==> src/rtl/id_exe_stage_pkg.sv <==
// Shared definitions for the ID->EXE pipeline register: write-back address
// encodings, field widths, the registered EXE bundle and its NOP value.
package id_exe_stage_pkg;

    localparam int EXE_SRC_W     = 2;
    localparam int ALU_OPER_W    = 4;
    localparam int WB_ADDR_SRC_W = 2;
    localparam int REG_ADDR_W    = 5;

    // Destination-register source selected by the decoder
    typedef enum logic [WB_ADDR_SRC_W-1:0] {
        WB_ADDR_RD   = 2'd0,
        WB_ADDR_RT   = 2'd1,
        WB_ADDR_LINK = 2'd2,
        WB_ADDR_RSVD = 2'd3
    } wb_addr_src_e;

    localparam logic [REG_ADDR_W-1:0] REG_LINK = 5'd31;
    localparam logic [REG_ADDR_W-1:0] REG_ZERO = 5'd0;

    // Everything the EXE stage holds for one instruction
    typedef struct packed {
        logic                   valid;
        logic [31:0]            inst;
        logic [31:0]            pc_next;
        logic [31:0]            data_rs;
        logic [31:0]            data_rt;
        logic [31:0]            imm;
        logic [EXE_SRC_W-1:0]   a_src;
        logic [EXE_SRC_W-1:0]   b_src;
        logic [ALU_OPER_W-1:0]  alu_oper;
        logic                   mem_ren;
        logic                   mem_wen;
        logic                   wb_data_src;
        logic                   sign;
        logic                   fwd_m;
        logic [REG_ADDR_W-1:0]  regw_addr;
        logic                   wb_wen;
        logic                   is_load;
    } exe_bundle_t;

    // A bubble: no valid instruction, destination $zero, no write-back
    localparam exe_bundle_t EXE_NOP = '0;

    // Resolve the destination register from the instruction word; the
    // reserved code yields $zero so the write-back gets suppressed downstream
    function automatic logic [REG_ADDR_W-1:0] resolve_regw_addr(
        input logic [WB_ADDR_SRC_W-1:0] src,
        input logic [31:0]              inst
    );
        logic [REG_ADDR_W-1:0] addr;
        case (wb_addr_src_e'(src))
            WB_ADDR_RD:   addr = inst[15:11];
            WB_ADDR_RT:   addr = inst[20:16];
            WB_ADDR_LINK: addr = REG_LINK;
            default:      addr = REG_ZERO;
        endcase
        return addr;
    endfunction

endpackage

==> src/rtl/id_exe_stage_sat_counter.sv <==
// Saturating up-counter with synchronous clear; clear wins over increment
// and the count sticks at all-ones instead of wrapping.
module sat_counter #(
    parameter int CNT_W = 16
) (
    input  logic             clk,
    input  logic             rst_n,
    input  logic             inc,
    input  logic             clr,
    output logic [CNT_W-1:0] cnt
);

    logic [CNT_W-1:0] cnt_q;
    logic [CNT_W-1:0] cnt_d;

    // Next count: clear first, then increment only below saturation
    always_comb begin
        cnt_d = cnt_q;
        if (clr) begin
            cnt_d = '0;
        end else if (inc && (cnt_q != '1)) begin
            cnt_d = cnt_q + CNT_W'(1);
        end
    end

    // Count register, cleared asynchronously by reset
    always_ff @(posedge clk or negedge rst_n) begin
        if (!rst_n) begin
            cnt_q <= '0;
        end else begin
            cnt_q <= cnt_d;
        end
    end

    assign cnt = cnt_q;

endmodule

==> src/rtl/id_exe_stage.sv <==
// ID->EXE pipeline register. Latches the decode bundle under control of the
// pipeline controller, resolves the destination register at latch time and
// feeds hazard information back. Also counts real instructions and bubbles.
module id_exe_stage
    import id_exe_stage_pkg::*;
#(
    parameter int CNT_W = 16
) (
    input  logic                     clk,
    input  logic                     rst_n,
    input  logic                     exe_en,
    input  logic                     exe_rst,
    input  logic                     id_valid,
    input  logic [31:0]              inst_id,
    input  logic [31:0]              pc_next_id,
    input  logic [31:0]              data_rs_id,
    input  logic [31:0]              data_rt_id,
    input  logic [31:0]              imm_id,
    input  logic [EXE_SRC_W-1:0]     exe_a_src_id,
    input  logic [EXE_SRC_W-1:0]     exe_b_src_id,
    input  logic [ALU_OPER_W-1:0]    exe_alu_oper_id,
    input  logic                     mem_ren_id,
    input  logic                     mem_wen_id,
    input  logic [WB_ADDR_SRC_W-1:0] wb_addr_src_id,
    input  logic                     wb_data_src_id,
    input  logic                     wb_wen_id,
    input  logic                     is_load_id,
    input  logic                     sign_id,
    input  logic                     fwd_m_id,
    input  logic                     cnt_clr,
    output logic                     exe_valid,
    output logic [31:0]              inst_exe,
    output logic [31:0]              pc_next_exe,
    output logic [31:0]              data_rs_exe,
    output logic [31:0]              data_rt_exe,
    output logic [31:0]              imm_exe,
    output logic [EXE_SRC_W-1:0]     exe_a_src_exe,
    output logic [EXE_SRC_W-1:0]     exe_b_src_exe,
    output logic [ALU_OPER_W-1:0]    exe_alu_oper_exe,
    output logic                     mem_ren_exe,
    output logic                     mem_wen_exe,
    output logic                     wb_data_src_exe,
    output logic                     sign_exe,
    output logic                     fwd_m_exe,
    output logic [REG_ADDR_W-1:0]    regw_addr_exe,
    output logic                     wb_wen_exe,
    output logic                     is_load_exe,
    output logic [CNT_W-1:0]         inst_cnt,
    output logic [CNT_W-1:0]         bubble_cnt
);

    exe_bundle_t           bundle_q;
    exe_bundle_t           bundle_d;
    logic [REG_ADDR_W-1:0] regw_addr_d;
    logic                  latch_evt;
    logic                  bubble_evt;

    // Next EXE contents: flush beats enable, enable with no instruction is a
    // bubble, otherwise hold; write-back to $zero is never advertised
    always_comb begin
        bundle_d    = bundle_q;
        regw_addr_d = resolve_regw_addr(wb_addr_src_id, inst_id);
        latch_evt   = 1'b0;
        bubble_evt  = 1'b0;
        if (exe_rst) begin
            bundle_d   = EXE_NOP;
            bubble_evt = 1'b1;
        end else if (exe_en) begin
            if (id_valid) begin
                bundle_d.valid       = 1'b1;
                bundle_d.inst        = inst_id;
                bundle_d.pc_next     = pc_next_id;
                bundle_d.data_rs     = data_rs_id;
                bundle_d.data_rt     = data_rt_id;
                bundle_d.imm         = imm_id;
                bundle_d.a_src       = exe_a_src_id;
                bundle_d.b_src       = exe_b_src_id;
                bundle_d.alu_oper    = exe_alu_oper_id;
                bundle_d.mem_ren     = mem_ren_id;
                bundle_d.mem_wen     = mem_wen_id;
                bundle_d.wb_data_src = wb_data_src_id;
                bundle_d.sign        = sign_id;
                bundle_d.fwd_m       = fwd_m_id;
                bundle_d.regw_addr   = regw_addr_d;
                bundle_d.wb_wen      = wb_wen_id && (regw_addr_d != REG_ZERO);
                bundle_d.is_load     = is_load_id && mem_ren_id;
                latch_evt            = 1'b1;
            end else begin
                bundle_d   = EXE_NOP;
                bubble_evt = 1'b1;
            end
        end
    end

    // Pipeline register; reset drops straight to the NOP bundle
    always_ff @(posedge clk or negedge rst_n) begin
        if (!rst_n) begin
            bundle_q <= EXE_NOP;
        end else begin
            bundle_q <= bundle_d;
        end
    end

    assign exe_valid        = bundle_q.valid;
    assign inst_exe         = bundle_q.inst;
    assign pc_next_exe      = bundle_q.pc_next;
    assign data_rs_exe      = bundle_q.data_rs;
    assign data_rt_exe      = bundle_q.data_rt;
    assign imm_exe          = bundle_q.imm;
    assign exe_a_src_exe    = bundle_q.a_src;
    assign exe_b_src_exe    = bundle_q.b_src;
    assign exe_alu_oper_exe = bundle_q.alu_oper;
    assign mem_ren_exe      = bundle_q.mem_ren;
    assign mem_wen_exe      = bundle_q.mem_wen;
    assign wb_data_src_exe  = bundle_q.wb_data_src;
    assign sign_exe         = bundle_q.sign;
    assign fwd_m_exe        = bundle_q.fwd_m;
    assign regw_addr_exe    = bundle_q.regw_addr;
    assign wb_wen_exe       = bundle_q.wb_wen;
    assign is_load_exe      = bundle_q.is_load;

    sat_counter #(.CNT_W(CNT_W)) u_inst_cnt (
        .clk   (clk),
        .rst_n (rst_n),
        .inc   (latch_evt),
        .clr   (cnt_clr),
        .cnt   (inst_cnt)
    );

    sat_counter #(.CNT_W(CNT_W)) u_bubble_cnt (
        .clk   (clk),
        .rst_n (rst_n),
        .inc   (bubble_evt),
        .clr   (cnt_clr),
        .cnt   (bubble_cnt)
    );

endmodule
==> config.mk <==
export PLATFORM = sky130hd
export DESIGN_NAME = id_exe_stage
export DESIGN_NICKNAME = d
export VERILOG_FILES = /design/src/rtl/id_exe_stage_pkg.sv /design/src/rtl/id_exe_stage_sat_counter.sv /design/src/rtl/id_exe_stage.sv
export SDC_FILE = /design/constraint.sdc
export NUM_CORES = 1
export LEC_CHECK = 0
export CAP_MARGIN = 25
export CORE_AREA = 2 2 154 156
export CTS_CLUSTER_SIZE = 30
export DETAILED_ROUTE_END_ITERATION = 16
export DIE_AREA = 0 0 156 158
export PLACE_DENSITY = 0.73
export SETUP_SLACK_MARGIN = 0.02
export SLEW_MARGIN = 10
export SYNTH_ARGS = -nofsm -noshare
export SYNTH_HDL_FRONTEND = slang
export SYNTH_HIERARCHICAL = 1
export SYNTH_SLANG_ARGS = --single-unit
==> constraint.sdc <==
create_clock -name clk -period 3.8 [get_ports clk]
set_clock_uncertainty 0.05 [all_clocks]
set_input_delay 0.57 -clock clk [delete_from_list [all_inputs] [get_ports clk]]
set_output_delay 0.57 -clock clk [all_outputs]
set_load 0.03 [all_outputs]
==> results of run 1 <==
## layer usage
metal  vias to the layer above  global-route usage, %  routed length (um)
met5                         -                      0                   0
met4                         0                   5.81                 599
met3                        43                   5.42                1970
met2                       279                   32.8               12900
met1                      3501                   25.9               10700
li1                       3203                      -                   -
## logic make-up after synthesis
logic type      Yosys count  share of synthesized area [%]
fa+ha+maj                 2                          0.299
simple gates            105                           7.84
compound gates          239                           23.3
mux                       8                           1.08
flops                   213                           63.8
buf+inv                  63                           3.71
## power breakdown
| part | switching [mW] | leakage, nW | total, mW | internal (mW) |
|---|---|---|---|---|
| logic | 0.372 | 2.48 | 0.735 | 0.363 |
| clock network | 0.978 | 0.407 | 2.43 | 1.46 |
| registers | 0.0482 | 2.91 | 2.39 | 2.34 |
## cell type report
class	count	share of cell area, %
Clock buffer	28	4.91
Clock inverter	18	1.38
Inverter	12	0.337
Multi-Input combinational cell	354	20.4
Sequential cell	213	39.9
Tap cell	290	2.71
Timing Repair Buffer	405	30.3
## worst max-delay path, stage by stage, from the launching register on
cell     delay [ns]
dfrtp_1        0.43
ha_1           0.27
nand4_2        0.16
nor4_4         0.81
nor4_1         0.17
mux2_1         0.35
## state kept, by name, summed over array words and instances (netlist names), 2 cells and up
name / flops
exe_alu_oper_exe: 4
imm_exe: 32
data_rs_exe: 32
exe_a_src_exe: 2
pc_next_exe: 32
data_rt_exe: 32
u_bubble_cnt/cnt: 16
u_inst_cnt/cnt: 16
inst_exe: 32
regw_addr_exe: 5
exe_b_src_exe: 2
## synth_stat cells, types with 6 or more instances
library cell	instances	area, um2
clkbuf_1	18	67.6
a21oi_1	23	115
o21ai_0	8	40.0
nor4_1	8	50.1
nor2b_1	8	50.1
or4_1	10	75.1
a22o_1	172	1510
nand2_1	21	78.8
or3_1	7	43.8
nor2_1	9	33.8
mux2_1	8	90.1
dfrtp_1	213	5330
o31ai_1	14	105
buf_2	27	135
nand4_1	12	75.1
o21ai_1	7	35.0
inv_1	12	45.0
nand3_1	6	30.0
## final timing paths
check / start / endpoint / slack, ns / depth (start not counted)
max: u_bubble_cnt/cnt[0] / u_bubble_cnt/cnt[15] / 1.44 / 5
min: rst_n / data_rt_exe[30] / 0.13 / 1
max reg2reg: u_bubble_cnt/cnt[0] / u_bubble_cnt/cnt[15] / 1.44 / 5
min reg2reg: exe_valid / exe_valid / 0.43 / 1
max in group asynchronous: rst_n / u_inst_cnt/cnt[9] / 2.61 / 2
min in group clk: exe_valid / exe_valid / 0.43 / 1
## metrics by stage
step	worst slack [ns]	total power [mW]
2_1_floorplan	1.59	2.73
3_3_place_gp	1.16	3.16
3_5_place_dp	1.10	3.17
4_1_cts	1.41	5.63
5_1_grt	1.29	5.77
6_report	1.44	5.56
==> run metrics, run 1 <==
status finished clean; area of the multi-input gates ~2700 um2; Initial Util 36.3%; Post-synth EDFFs 0; via-per-instance ratio 5.32; post-cts gate resize count 0; postcts setup bufs 0; part of the cycle the worst path needs between 60 and 70%; routability cong. 0.821; worst hold path type in2async; area grow syn2layout 59.9%; Avg WL per Cell a little under 20 um; total core area 23100 um2; fin cells 1320; Worst EP required 4.14 ns; Iteration-0 DRC Markers 405; Boundary Pins 396; Worst-Skew Late Latency 0.51 ns; syn nets 815; Root Buffer clkbuf_16; Storage cell area 5330 um2; Final ANT Viol Nets 0; sequential share of the synthesized area a little under two thirds; RSZ-0062 raised after global routing no; Slew headroom 22.8%; Power Density 416 nW/um2; number of global-route vias before repair 6936; htree depth 1; leakage power 5.80 nW; Die Height about 160 um; fmax between 0.4 and 0.5 GHz; TNS Setup 0 ns; max-cap viol count 0; Post-Layout Inst Area 13400 um2; Placed Area around 13000 um2; cts bufs inserted 25; Yosys cell types 39; maximum buffer depth of the clock tree 3; crit path max fanout 19; CP Launch Type flip-flop; final layout net count between 1k and 1.5k; Tot GR Track Use 19.9%; initial antenna violation count 0; most common cell after layout, fill and taps aside clkdlybuf4s50_1; area of the die 24600 um2; drt drc 0; placed cells 1274; die width ~160 um; endpoints failing setup 0; largest net degree at the start of global routing ~180; DR vias between 7k and 8k; CTS tree done; post-DP HPWL around 18000 um; Cell Area, Synth between 8000 and 9000 um2; clk sinks between 200 and 250; Final Critical Period approximately 2.4 ns; first-pass GRT wire length 39400 um; layout filler cell count 1866; Final Util between 50% and 60%; total number of yosys warnings 6; cell row count between 50 and 60; drt total wl 26200 um; number of synthesized register bits 213; most frequent cells in the layout clkdlybuf4s50_1 (394), dfrtp_1 (213), a22o_1 (172), clkbuf_16 (25), a21oi_1 (23); fin. max-slew vios 0; antenna fix cells 0; Syn Area/Cell approximately 13 um2; crit path capture type flip-flop; Syn Inst Count 630; port bufs 395; Pre-antenna DRT Iters 4; dominant synthesized flop cell dfrtp_1; Worst Max-Slew Pin Slew 1.16 ns; Peak VDD IR ~0.29 mV; CP Class reg2reg; hold_ws 0.133 ns; Async SR Flop Fraction 100%; Post-CTS Hold Buffers 0; share of post-route cells with drive strength above 1 7.48%; WP data arrival 2.70 ns; final hold violation count 0; remaining global-route overflow 0; Worst-path clk slew 0.06 ns
Note: power is estimated with default switching activity, not from simulation.
==> inputs of run 2 (changes only) <==
CORE_AREA = 2 2 155 157   (was 2 2 154 156)
DIE_AREA = 0 0 157 159   (was 0 0 156 158)
PLACE_DENSITY = 0.72   (was 0.73)
clock period = 2.3 ns   (was 3.8 ns; I/O delays follow)
==> run 2 against run 1 <==
Combinational power grew 71%. Wire length grew 3.3%. Sequential cell count is the same. Non-clock buffer count grew 20. Hold slack gained 0.20 ns. Sequential share of layout area shrank 0.85 points. First-iteration DRC count shrank 27%. Die area grew 1.3%. Global-route usage grew 0.81 points. Critical path type is now reg2out.
==> run metrics, run 2 (synthesis results as in run 1) <==
status finished clean; die width 157 um (+0.64%); Worst-Skew Late Latency 0.51 ns (about the same); most frequent cells in the layout clkdlybuf4s50_1 (394), dfrtp_1 (213), a22o_1 (172), clkbuf_16 (25), a21oi_1 (23); Slew headroom 58.0% (+35 points); number of global-route vias before repair 7380 (+6.4%); leakage power 5.94 nW (+2.4%); Die Height 159 um (+0.63%); Worst EP required 1.90 ns (-2.24 ns); layout filler cell count 1927 (+3.3%); endpoints failing setup 0 (unchanged); drt drc 0 (unchanged); WP data arrival 1.73 ns (-0.97 ns); cts bufs inserted 24 (-4.0%); Root Buffer clkbuf_16; Final Util 58.9% (+0.91 points); via-per-instance ratio 5.19 (-2.5%); remaining global-route overflow 0 (unchanged); DR vias 7092 (+0.94%); crit-path cells clkdlybuf4s50_1; maximum buffer depth of the clock tree 3 (unchanged); part of the cycle the worst path needs 92.2%; CTS tree done; CP Class reg2out; fin. max-slew vios 0 (unchanged); Final ANT Viol Nets 0 (unchanged); first-pass GRT wire length 41200 um (+4.4%); area of the die 25000 um2 (+1.3%); largest net degree at the start of global routing 104 (-43%); most common cell after layout, fill and taps aside clkdlybuf4s50_1; final layout net count 1215 (+1.6%); total core area 23200 um2 (+0.61%); share of post-route cells with drive strength above 1 8.51% (+1.0 points); initial antenna violation count 1 (+1); Final Critical Period 2.12 ns; final hold violation count 0 (unchanged); htree depth 1 (unchanged); Power Density 681 nW/um2 (+64%); fmax 0.472 GHz; crit path max fanout 8 (-11); slowest CP cell clkdlybuf4s50_1; Initial Util 36.0% (-0.22 points); Avg WL per Cell 19.8 um (-0.18%); cell row count 56 (unchanged); worst hold path type in2async; postcts setup bufs 0 (unchanged); drt total wl 27000 um (+3.3%); Tot GR Track Use 20.7% (+0.81 points); routability cong. 0.823 (+0.32%); Boundary Pins 396 (unchanged); max-cap viol count 0 (unchanged); hold_ws 0.329 ns (+0.197 ns); Peak VDD IR 0.446 mV (+52%); area grow syn2layout 63.4%; post-DP HPWL 19100 um (+7.8%); port bufs 395 (unchanged); Pre-antenna DRT Iters 4 (unchanged); RSZ-0062 raised after global routing no; clk sinks 213 (unchanged); CP bufs+invs 1 (+1); Crit path max-delay family buffers and inverters; crit path capture type primary output; max incr delay on CP 0.74 ns (-0.07 ns); Worst Max-Slew Pin Slew 0.625 ns (-0.534 ns); CP Launch Type flip-flop; Iteration-0 DRC Markers 294 (-27%); Worst-path clk slew 0.06 ns (about the same)
[run 2: cell count changes in the layout (fill, tap and decap cells not counted)]
cell	change
buf_4	+12
buf_12	+7
clkinv_2	-5
clkinvlp_4	-5
clkbuf_1	+3
clkbuf_8	+3
inv_6	-2
bufinv_16	+1
diode_2	+1
dlygate4sd3_1	+1
inv_8	+1
[run 2: path summary, 6_finish.rpt]
| check | startpoint | endpoint | slack (ns) | cells after the start |
|---|---|---|---|---|
| worst max-delay path | u_bubble_cnt/cnt[7] | bubble_cnt[7] | 0.18 | 1 |
| worst min-delay path | rst_n | data_rt_exe[23] | 0.33 | 2 |
| worst max register to register | u_bubble_cnt/cnt[0] | u_bubble_cnt/cnt[15] | 0.19 | 5 |
| worst min register to register | wb_wen_exe | wb_wen_exe | 0.44 | 2 |
| max in group asynchronous | rst_n | inst_exe[11] | 1.17 | 3 |
| min in group clk | wb_wen_id | wb_wen_exe | 0.36 | 3 |
[run 2: what timing repair did]
action	CTS	global route
hold buffers	1	0
resized for setup	0	0
endpoints found under the hold margin	51	0
[run 2: where the power goes]
group / total, mW / switching [mW] / internal (mW)
clock: 4.08 / 1.49 / 2.59
sequential: 3.95 / 0.0811 / 3.87
combinational: 1.26 / 0.628 / 0.635
[run 2: through the flow]
stage	setup slack (ns)	power, mW	area [um2]	std cells	TNS (ns)
final	0.180	9.30	13700	1366	0
after global routing	0.0707	9.64	13700	1366	0
after global placement	-0.00247	5.27	12800	1322	-0.00247
after detailed placement	-0.0293	5.28	12800	1322	-0.0293
after CTS	0.162	9.40	13700	1365	0
after floorplan	0.289	4.50	8360	630	0
[run 2: layer usage]
metal	wire length [um]	global-route usage (%)
met5	0	0
met4	724	6.59
met3	2150	5.63
met2	13200	35.4
met1	10900	25.4
[run 2: final cells by class]
type                       instances  area, um2  share of cell area [%]
sequential                       213       5330                    39.0
timing repair buffer             425       4300                    31.5
multi-input combinational        354       2730                    20.0
clock buffer                      34        709                    5.19
tap                              319        399                    2.92
clock inverter                     8        146                    1.07
inverter                          12       45.0                   0.330
antenna                            1       2.50                  0.0183
==> inputs of run 3 (changes only) <==
GPL_ROUTABILITY_DRIVEN = 0   (was unset)
==> results of run 3 <==
No change in the layout: final DEF, timing and power equal those of run 2.
